<file path="config.mk">
export PLATFORM = sky130hd
export DESIGN_NAME = mem_stage
export DESIGN_NICKNAME = d
export VERILOG_FILES = /design/src/rtl/mem_stage_pkg.sv /design/src/rtl/mem_stage_load_align.sv /design/src/rtl/mem_stage.sv
export SDC_FILE = /design/constraint.sdc
export NUM_CORES = 1
export LEC_CHECK = 0
export ABC_AREA = 1
export CORE_AREA = 2 2 223 115
export DETAILED_ROUTE_END_ITERATION = 10
export DIE_AREA = 0 0 225 117
export GPL_ROUTABILITY_DRIVEN = 1
export MAX_ROUTING_LAYER = met4
export PLACE_DENSITY = 0.8
export SYNTH_ARGS = -nofsm -noshare
export SYNTH_HDL_FRONTEND = slang
export SYNTH_SLANG_ARGS = --single-unit
export TNS_END_PERCENT = 10
</file>
<file path="constraint.sdc">
create_clock -name clk -period 2.45 [get_ports clk]
set_input_delay 0.49 -clock clk [delete_from_list [all_inputs] [get_ports clk]]
set_output_delay 0.49 -clock clk [all_outputs]
set_load 0.03 [all_outputs]
</file>
<file path="src/rtl/mem_stage_pkg.sv">
// Shared definitions for the MEM stage: bus widths, mem_op encodings and the
// EXE->MEM / MEM->WB bundle layouts that EXE, MEM and WB all pack and unpack.
package mem_stage_pkg;

  localparam int EXE2MEM_LEN = 172;
  localparam int MEM2WB_LEN  = 167;
  localparam int MEMRF_LEN   = 39;

  // bit3 = unsigned load, bit2 = store, [1:0] = access size
  localparam int MEMOP_UNSIGNED_BIT = 3;
  localparam int MEMOP_STORE_BIT    = 2;

  localparam logic [1:0] MEMOP_SIZE_BYTE = 2'd0;
  localparam logic [1:0] MEMOP_SIZE_HALF = 2'd1;
  localparam logic [1:0] MEMOP_SIZE_WORD = 2'd2;

  localparam logic [3:0] MEMOP_LD_B  = 4'h0;
  localparam logic [3:0] MEMOP_LD_H  = 4'h1;
  localparam logic [3:0] MEMOP_LD_W  = 4'h2;
  localparam logic [3:0] MEMOP_ST_B  = 4'h4;
  localparam logic [3:0] MEMOP_ST_H  = 4'h5;
  localparam logic [3:0] MEMOP_ST_W  = 4'h6;
  localparam logic [3:0] MEMOP_LD_BU = 4'h8;
  localparam logic [3:0] MEMOP_LD_HU = 4'h9;

  // Packed structs list fields MSB first, so they double as the zip field offsets.
  typedef struct packed {
    logic        res_from_mem;
    logic        rf_we;
    logic [4:0]  rf_waddr;
    logic [31:0] result;
    logic [3:0]  mem_op;
    logic [31:0] pc;
    logic        csr_read;
    logic        csr_we;
    logic [13:0] csr_num;
    logic [31:0] csr_wmask;
    logic [31:0] csr_wvalue;
    logic        ex_valid;
    logic [5:0]  ecode;
    logic [8:0]  esubcode;
    logic        is_ertn;
  } exe2mem_t;

  typedef struct packed {
    logic        rf_we;
    logic [4:0]  rf_waddr;
    logic [31:0] final_result;
    logic [31:0] pc;
    logic        csr_read;
    logic        csr_we;
    logic [13:0] csr_num;
    logic [31:0] csr_wmask;
    logic [31:0] csr_wvalue;
    logic        ex_valid;
    logic [5:0]  ecode;
    logic [8:0]  esubcode;
    logic        is_ertn;
  } mem2wb_t;

endpackage

</file>
<file path="src/rtl/mem_stage_load_align.sv">
// Picks the addressed byte/half/word out of a 32-bit read word and
// sign- or zero-extends it according to mem_op.
module load_align
  import mem_stage_pkg::*;
(
  input  logic [31:0] raw_word_i,
  input  logic [1:0]  addr_i,
  input  logic [3:0]  mem_op_i,
  output logic [31:0] load_data_o
);

  logic [7:0]  byte_sel;
  logic [15:0] half_sel;
  logic        is_unsigned;
  logic        unused_store_bit;

  // The store bit never affects extraction; loads are selected by the caller.
  assign unused_store_bit = mem_op_i[MEMOP_STORE_BIT];
  assign is_unsigned      = mem_op_i[MEMOP_UNSIGNED_BIT];
  assign byte_sel         = raw_word_i[8*addr_i +: 8];
  assign half_sel         = addr_i[1] ? raw_word_i[31:16] : raw_word_i[15:0];

  always_comb begin
    load_data_o = raw_word_i;
    case (mem_op_i[1:0])
      MEMOP_SIZE_BYTE: load_data_o = {{24{~is_unsigned & byte_sel[7]}}, byte_sel};
      MEMOP_SIZE_HALF: load_data_o = {{16{~is_unsigned & half_sel[15]}}, half_sel};
      default:         load_data_o = raw_word_i;
    endcase
  end

endmodule

</file>
<file path="src/rtl/mem_stage.sv">
// MEM pipeline stage: latches the EXE bundle, aligns SRAM load data (with a
// one-entry hold buffer for WB backpressure) and forwards results to WB/ID/EXE.
module mem_stage
  import mem_stage_pkg::*;
(
  input  logic                   clk,
  input  logic                   resetn,
  input  logic                   flush,
  input  logic                   exe_to_mem_valid,
  input  logic [EXE2MEM_LEN-1:0] exe_to_mem_zip,
  output logic                   mem_allowin,
  input  logic [31:0]            data_sram_rdata,
  input  logic                   wb_allowin,
  output logic                   mem_to_wb_valid,
  output logic [MEM2WB_LEN-1:0]  mem_to_wb_zip,
  output logic [MEMRF_LEN-1:0]   mem_rf_zip,
  output logic                   mem_ex
);

  exe2mem_t    exe_in;
  exe2mem_t    payload_q;
  logic        mem_valid_q, mem_valid_d;
  logic        mem_first_q, mem_first_d;
  logic        hold_valid_q, hold_valid_d;
  logic [31:0] hold_data_q, hold_data_d;

  logic        mem_ready_go;
  logic        accept;
  logic        leaving;
  logic        is_load;
  logic [31:0] raw_word;
  logic [31:0] load_data;
  logic [31:0] final_result;
  mem2wb_t     wb_out;

  assign exe_in       = exe2mem_t'(exe_to_mem_zip);
  assign mem_ready_go = 1'b1;
  assign mem_allowin  = ~mem_valid_q | (mem_ready_go & wb_allowin);
  assign accept       = exe_to_mem_valid & mem_allowin;
  assign leaving      = mem_valid_q & mem_ready_go & wb_allowin;

  // A faulting or ertn instruction never issued its SRAM read, so rdata is junk.
  assign is_load  = payload_q.res_from_mem & ~payload_q.ex_valid & ~payload_q.is_ertn;
  assign raw_word = hold_valid_q ? hold_data_q : data_sram_rdata;

  load_align u_load_align (
    .raw_word_i  (raw_word),
    .addr_i      (payload_q.result[1:0]),
    .mem_op_i    (payload_q.mem_op),
    .load_data_o (load_data)
  );

  assign final_result = is_load ? load_data : payload_q.result;

  always_comb begin
    mem_valid_d  = mem_valid_q;
    mem_first_d  = accept;
    hold_valid_d = hold_valid_q;
    hold_data_d  = hold_data_q;
    if (flush) begin
      mem_valid_d = 1'b0;
    end else if (mem_allowin) begin
      mem_valid_d = exe_to_mem_valid;
    end
    // rdata only exists on the first MEM cycle; park it if WB is stalling us.
    if (flush || leaving) begin
      hold_valid_d = 1'b0;
    end else if (mem_valid_q && mem_first_q && is_load && !wb_allowin) begin
      hold_valid_d = 1'b1;
      hold_data_d  = data_sram_rdata;
    end
  end

  always_ff @(posedge clk or negedge resetn) begin
    if (!resetn) begin
      mem_valid_q  <= 1'b0;
      mem_first_q  <= 1'b0;
      hold_valid_q <= 1'b0;
      hold_data_q  <= 32'h0;
      payload_q    <= '0;
    end else begin
      mem_valid_q  <= mem_valid_d;
      mem_first_q  <= mem_first_d;
      hold_valid_q <= hold_valid_d;
      hold_data_q  <= hold_data_d;
      if (accept) begin
        payload_q <= exe_in;
      end
    end
  end

  always_comb begin
    wb_out              = '0;
    wb_out.rf_we        = payload_q.rf_we;
    wb_out.rf_waddr     = payload_q.rf_waddr;
    wb_out.final_result = final_result;
    wb_out.pc           = payload_q.pc;
    wb_out.csr_read     = payload_q.csr_read;
    wb_out.csr_we       = payload_q.csr_we;
    wb_out.csr_num      = payload_q.csr_num;
    wb_out.csr_wmask    = payload_q.csr_wmask;
    wb_out.csr_wvalue   = payload_q.csr_wvalue;
    wb_out.ex_valid     = payload_q.ex_valid;
    wb_out.ecode        = payload_q.ecode;
    wb_out.esubcode     = payload_q.esubcode;
    wb_out.is_ertn      = payload_q.is_ertn;
  end

  assign mem_to_wb_valid = mem_valid_q;
  assign mem_to_wb_zip   = wb_out;
  assign mem_rf_zip      = {mem_valid_q & payload_q.csr_read, mem_valid_q & payload_q.rf_we,
                            payload_q.rf_waddr, final_result};
  assign mem_ex          = mem_valid_q & (payload_q.ex_valid | payload_q.is_ertn);

endmodule

</file>
==> reports/metrics.yaml, run 1 <==
floorplan:
  initial_core_util: 0.4324
  die_h_um: 117
  die_x_um: 225
  fp.dieArea_um2: 26330
  rows: 41
  fp.coreArea_um2: 24570
  ios: 418
synth:
  synth.avg_cell_area_um2: 7.766
  syn-num-nets: 1577
  muxShareOfSynthArea: 0.008008
  synthXorXnorAreaFrac: 0
  synth-simple-area-share: 0.2757
  synth-compound-area-share: 0.05206
  syn_inst: 1368
  synthAdderAreaFrac: 0
  ys_warn_count: 0
  synth-seq-cells: 206
  synth_cell_types: 30
  synth-seq-area-share: 0.4852
  syn_area_um2: 10620
  synth_top_family_by_area: "simple AND/OR/NAND/NOR gates"
drt:
  drc_errors: 0
  drt.antenna.violating_nets: 0
  wl_per_cell_um: 17.23
  viasPerCell: 4.784
  totalWireLength_um: 33890
  firstDrtPassIters: 5
  drt_iter0_drc: 741
  vias: 9410
layout:
  final_cells: 1967
  drive_gt1_frac: 0.1581
  layout_commonest_cell: "nand2_1"
  fillers: 2126
  antenna_cells: 0
  final_cell_mix: "nand2_1 (633), clkdlybuf4s50_1 (351), dfrtp_1 (203)"
  syn2layout_area_growth_pct: 42.70
  design_area_um2: 15160
  nNetsFinal: 1841
placed_design:
  hpwlAfterDp_um: 24870
  place_congestion: 1.029
  post-place-ws_ns: -0.2837
  placed_area_um2: 14050
  portBuffers: 416
  dp.cells: 1923
global_route:
  antenna_found_initial: 0
  met2_usage: 0.3899
  grt_overflow: 0
  grt.busiest_layer: "met2"
  grt_max_degree: 118
  met3_usage: 0.08063
  grt_pass1_wl_um: 50240
  grt_use_met1: 0.3385
  grt_pass1_vias: 8963
  gr-usage-all-layers: 0.2561
clock_tree:
  cts_root_buffer: "clkbuf_16"
  cts_sinks: 206
  cts_tree: "yes"
  htree_levels: 1
  cts_buffers: 21
  clkLatencyLatePin_ns: 0.50
  clk_pin_slew_worst_paths_ns: 0.07
  ctsLongestPathBuffers: 3
power:
  p_switching_uw: 3722
  swShare: 0.3415
  combPwrFrac: 0.339
  p_int_uw: 7175
  vdd_drop_max_uv: 620.8
  p_total_uw: 10900
  p_seq_frac: 0.369
  powerDensity_nw_per_um2: 718.8
  clkPwrFrac: 0.291
  leakage_uw: 0.007637
sta:
  fmax_mhz: 366.6
  setup_ws_ns: -0.2778
  drv_slew: 0
  rsz0062_at_grt: "true"
  tightest_slew_ns: 0.5624
  fin_crit_sh: 1.113
  finalSetupViolCount: 64
  final_hold_viol_count: 0
  slew_headroom: 0.6251
  post-route-min-period_ns: 2.728
  fin_worst_skew_ns: 0.01003
  whs_ns: 0.4670
worst_setup_path:
  crit_path_top_delay_cell: "dfrtp_2"
  crit_required_ns: 1.96
  critPathTopFamily: "simple AND/OR/NAND/NOR gates"
  cp-end-kind: "primary output"
  cp_max_fo: 7
  start_kind: "flop"
  critPathArrivalTime_ns: 2.24
  worstSetupPathType: "flop to primary output"
  max_stage_delay_ns: 0.45
  path_cells: "buf_12 > inv_12 > nand2_4 > nand3_2 > nand3_2 > nand2_4 > buf_12 > nand3_4 > nand2_1 > nand2_2 > nand2_4 > buf_12"
  critPathBufInv: 4
outcome:
  status: "finished, violations left"
  violations: "negative setup slack"
hold_path:
  hold_class: "flop to flop"
job:
  drv_cap: 0
[logic make-up after synthesis]
logic type | after synthesis
buffers and inverters | 310
and+or+nand+nor | 738
muxes | 6
AOI/OAI and AO/OA | 108
DFF | 206
[cell usage after synthesis (all sizes together)]
cell	number	area [um2]
nor2	24	105.1
o22ai	1	6.260
nand4	1	6.260
nand3	32	207.7
mux2	5	75.07
o21ai	81	405.4
dfrtp	206	5155
o211ai	2	15.01
o211a	1	10.01
inv	70	262.8
clkbuf	18	67.56
mux2i	1	10.01
nor3	1	5.000
buf	220	1564
or2	16	100.1
clkinv	2	7.510
and2	1	6.260
nand2	663	2499
a21oi	22	110.1
a31oi	1	6.260
[sequential cells by signal, summed over array words and instances (netlist names)]
name and count:
payload_q 36, mem_to_wb_valid 1, hold_data_q 32, mem_to_wb_zip 130, mem_rf_zip 5, hold_valid_q 1
mem_first_q 1
[final timing paths]
kind / from / cells after the start / slack (ns) / endpoint
max: hold_valid_q / 12 / -0.28 / mem_to_wb_zip[143]
min in group asynchronous: resetn / 2 / 0.55 / payload_q[150]
max in group asynchronous: resetn / 3 / 1.18 / payload_q[142]
min reg2reg: mem_to_wb_zip[14] / 2 / 0.47 / mem_to_wb_zip[14]
max reg2reg: mem_to_wb_zip[0] / 7 / 0.59 / hold_data_q[23]
min: mem_to_wb_zip[14] / 2 / 0.47 / mem_to_wb_zip[14]
[through the flow]
step,TNS (ns),util
6_report,-13.94,0.6170
5_1_grt,-20.25,0.6170
4_1_cts,-14.40,0.6137
3_5_place_dp,-7.144,0.5718
3_3_place_gp,-6.409,0.5718
2_1_floorplan,0,-
[worst register-to-register path, delay by kind of cell (launching register included)]
kind | cells | cell delay [ns]
buf+inv | 3 | 0.74
flops | 1 | 0.34
mux | 1 | 0.34
simple gates | 3 | 0.33
[metal layers]
layer	part of all wire	wire length [um]
met1	0.43	14720
met2	0.45	15320
met4	0.017	592
met3	0.096	3258
met5	0	0
[repair_timing]
| action | in CTS | in global routing |
|---|---|---|
| hold buffers | 1 | 0 |
| endpoints found under the setup margin | 65 | 64 |
| setup buffers | 5 | 1 |
| resized for setup | 103 | 36 |
| pin swaps | 11 | 6 |
| gates cloned | 1 | 0 |
| hold endpoints to repair | 63 | 0 |
[power groups by stage]
stage	registers (uW)	logic (uW)	clock network [uW]
2_1_floorplan	4010	2330	0
3_3_place_gp	4050	3450	0
3_5_place_dp	4070	3480	0
4_1_cts	4020	3650	3260
5_1_grt	4070	3920	3410
6_report	4020	3700	3180
[cell type report]
class,instances,area (um2),area share
clock buffers,30,609.3,0.04019
clock inverters,6,60.06,0.003961
inverters,72,285.3,0.01882
multi-input cells,853,3799,0.2506
flip-flops and latches,206,5159,0.3403
well taps,322,402.9,0.02657
repair buffers,478,4846,0.3196
No activity file was read; power rests on OpenSTA's default activity.
==> inputs of run 2 (changes only) <==
CORE_AREA = 5 5 226 118   (was 2 2 223 115)
DIE_AREA = 0 0 231 123   (was 0 0 225 117)
==> run 2 against run 1 <==
Cell area increased by 2.1%. Largest power group unchanged. Clock power about the same. Clock skew increased by 0.0087 ns. Final cell count decreased by 0.15%. Critical path type unchanged. Critical endpoint is now mem_rf_zip[10]. The run still ends with negative setup slack left. Combinational power increased by 4%. Utilization increased by 1.2 points.
==> reports/metrics.yaml, run 2 (same netlist as run 1, synthesis figures left out) <==
outcome:
  status: "finished, violations left"
  violations: "negative setup slack"
sta:
  fin_worst_skew_ns: 0.01873
  fmax_mhz: 364.5
  post-route-min-period_ns: 2.743
  finalSetupViolCount: 64
  rsz0062_at_grt: "true"
  fin_crit_sh: 1.120
  tightest_slew_ns: 0.4456
  whs_ns: 0.4677
  setup_ws_ns: -0.2933
  final_hold_viol_count: 0
  slew_headroom: 0.7029
  drv_slew: 0
layout:
  nNetsFinal: 1836
  design_area_um2: 15480
  layout_commonest_cell: "nand2_1"
  drive_gt1_frac: 0.1763
  final_cells: 1964
  largest_reg_flops: 130
  final_cell_mix: "nand2_1 (618), clkdlybuf4s50_1 (350), dfrtp_1 (204)"
  syn2layout_area_growth_pct: 45.71
global_route:
  grt_max_degree: 69
  grt_overflow: 0
  grt_pass1_wl_um: 51280
  antenna_found_initial: 3
  gr-usage-all-layers: 0.2335
  grt_pass1_vias: 9295
worst_setup_path:
  start_kind: "flop"
  cp_max_fo: 7
  worstSetupPathType: "flop to primary output"
  critPathArrivalTime_ns: 2.25
  cp-end-kind: "primary output"
  crit_required_ns: 1.96
clock_tree:
  clkLatencyLatePin_ns: 0.51
  cts_tree: "yes"
  cts_buffers: 20
  clk_pin_slew_worst_paths_ns: 0.07
  htree_levels: 1
  ctsLongestPathBuffers: 3
  cts_sinks: 206
  cts_root_buffer: "clkbuf_16"
floorplan:
  die_x_um: 231
  fp.dieArea_um2: 28410
  initial_core_util: 0.4315
  die_h_um: 123
  rows: 41
  fp.coreArea_um2: 24620
  ios: 418
drt:
  viasPerCell: 4.794
  drc_errors: 0
  firstDrtPassIters: 5
  drt.antenna.violating_nets: 0
  drt_iter0_drc: 707
  wl_per_cell_um: 17.65
  totalWireLength_um: 34670
  vias: 9416
placed_design:
  place_congestion: 0.9494
  hpwlAfterDp_um: 25070
  portBuffers: 416
  placed_area_um2: 14060
  dp.cells: 1920
job:
  drv_cap: 0
hold_path:
  hold_class: "flop to flop"
power:
  vdd_drop_max_uv: 413.8
  leakage_uw: 0.007708
  powerDensity_nw_per_um2: 714.8
  p_total_uw: 11060
## run 2: cell count changes in the layout (fill, tap and decap cells not counted), moves of 8 or more
cell	change
buf_4	-29
inv_1	-8
nand2_1	-15
nand2_4	+9
buf_6	+20
## run 2: critical path: stages (launching register included)
cell and delay [ns]:
dfrtp_2 0.46, buf_8 0.16, clkinv_8 0.08, nand2_4 0.05, nand3_2 0.07, nand3_2 0.10
nand2_4 0.10, nand3_4 0.18, buf_8 0.23, nand2_4 0.08, nand2_4 0.05, nand2_4 0.07
buf_6 0.13
## run 2: repair_timing
item | 4_1_cts | 5_1_grt
endpoints found under the setup margin | 64 | 65
cloned | 1 | 1
setup buffers | 2 | 3
gates resized for setup | 114 | 103
endpoints found under the hold margin | 44 | 0
pin swaps | 10 | 20
hold buffers | 1 | 0
## run 2: worst paths after layout
| path | startpoint | to | slack, ns | cells past startpoint |
|---|---|---|---|---|
| setup / recovery | hold_valid_q | mem_rf_zip[10] | -0.29 | 12 |
| hold / removal | mem_to_wb_zip[67] | mem_to_wb_zip[67] | 0.47 | 2 |
| setup reg to reg | mem_to_wb_zip[0] | hold_data_q[15] | 0.58 | 7 |
| hold reg to reg | mem_to_wb_zip[67] | mem_to_wb_zip[67] | 0.47 | 2 |
| max in group asynchronous | resetn | hold_valid_q | 1.23 | 3 |
| min in group asynchronous | resetn | payload_q[149] | 0.51 | 2 |
## run 2: routing by layer
metal	global-route usage	share of wire	up-vias	wire, um
met5	-	0	-	0
met4	0.04562	0.017	0	591
met3	0.05645	0.084	40	2928
met2	0.3589	0.47	374	16200
met1	0.3211	0.43	4487	14950
li1	-	-	4515	-
## run 2: stage by stage
stage / util / TNS, ns / setup slack [ns]
after global placement: 0.5711 / -4.729 / -0.1645
after detailed placement: 0.5711 / -5.460 / -0.1680
after CTS: 0.6119 / -13.73 / -0.2669
final: 0.6287 / -15.37 / -0.2933
after global routing: 0.6287 / -21.19 / -0.3750
after floorplan: - / 0 / 0.03367
## run 2: final cells by class
type / instances / area [um2]
Sequential cell: 206 / 5157
Fill cell: 2031 / 9144
Clock buffer: 27 / 568.0
Multi-Input combinational cell: 852 / 3985
Tap cell: 322 / 402.9
Clock inverter: 7 / 87.58
Antenna cell: 3 / 7.507
Timing Repair Buffer: 475 / 4982
Inverter: 72 / 289.0
## run 2: power breakdown
group / switching [uW] / leakage [uW] / internal (uW)
Sequential: 233 / 0.00255 / 3790
Clock: 1350 / 0.000322 / 1840
Combinational: 2210 / 0.00484 / 1650
Total: 3790 / 0.00771 / 7270
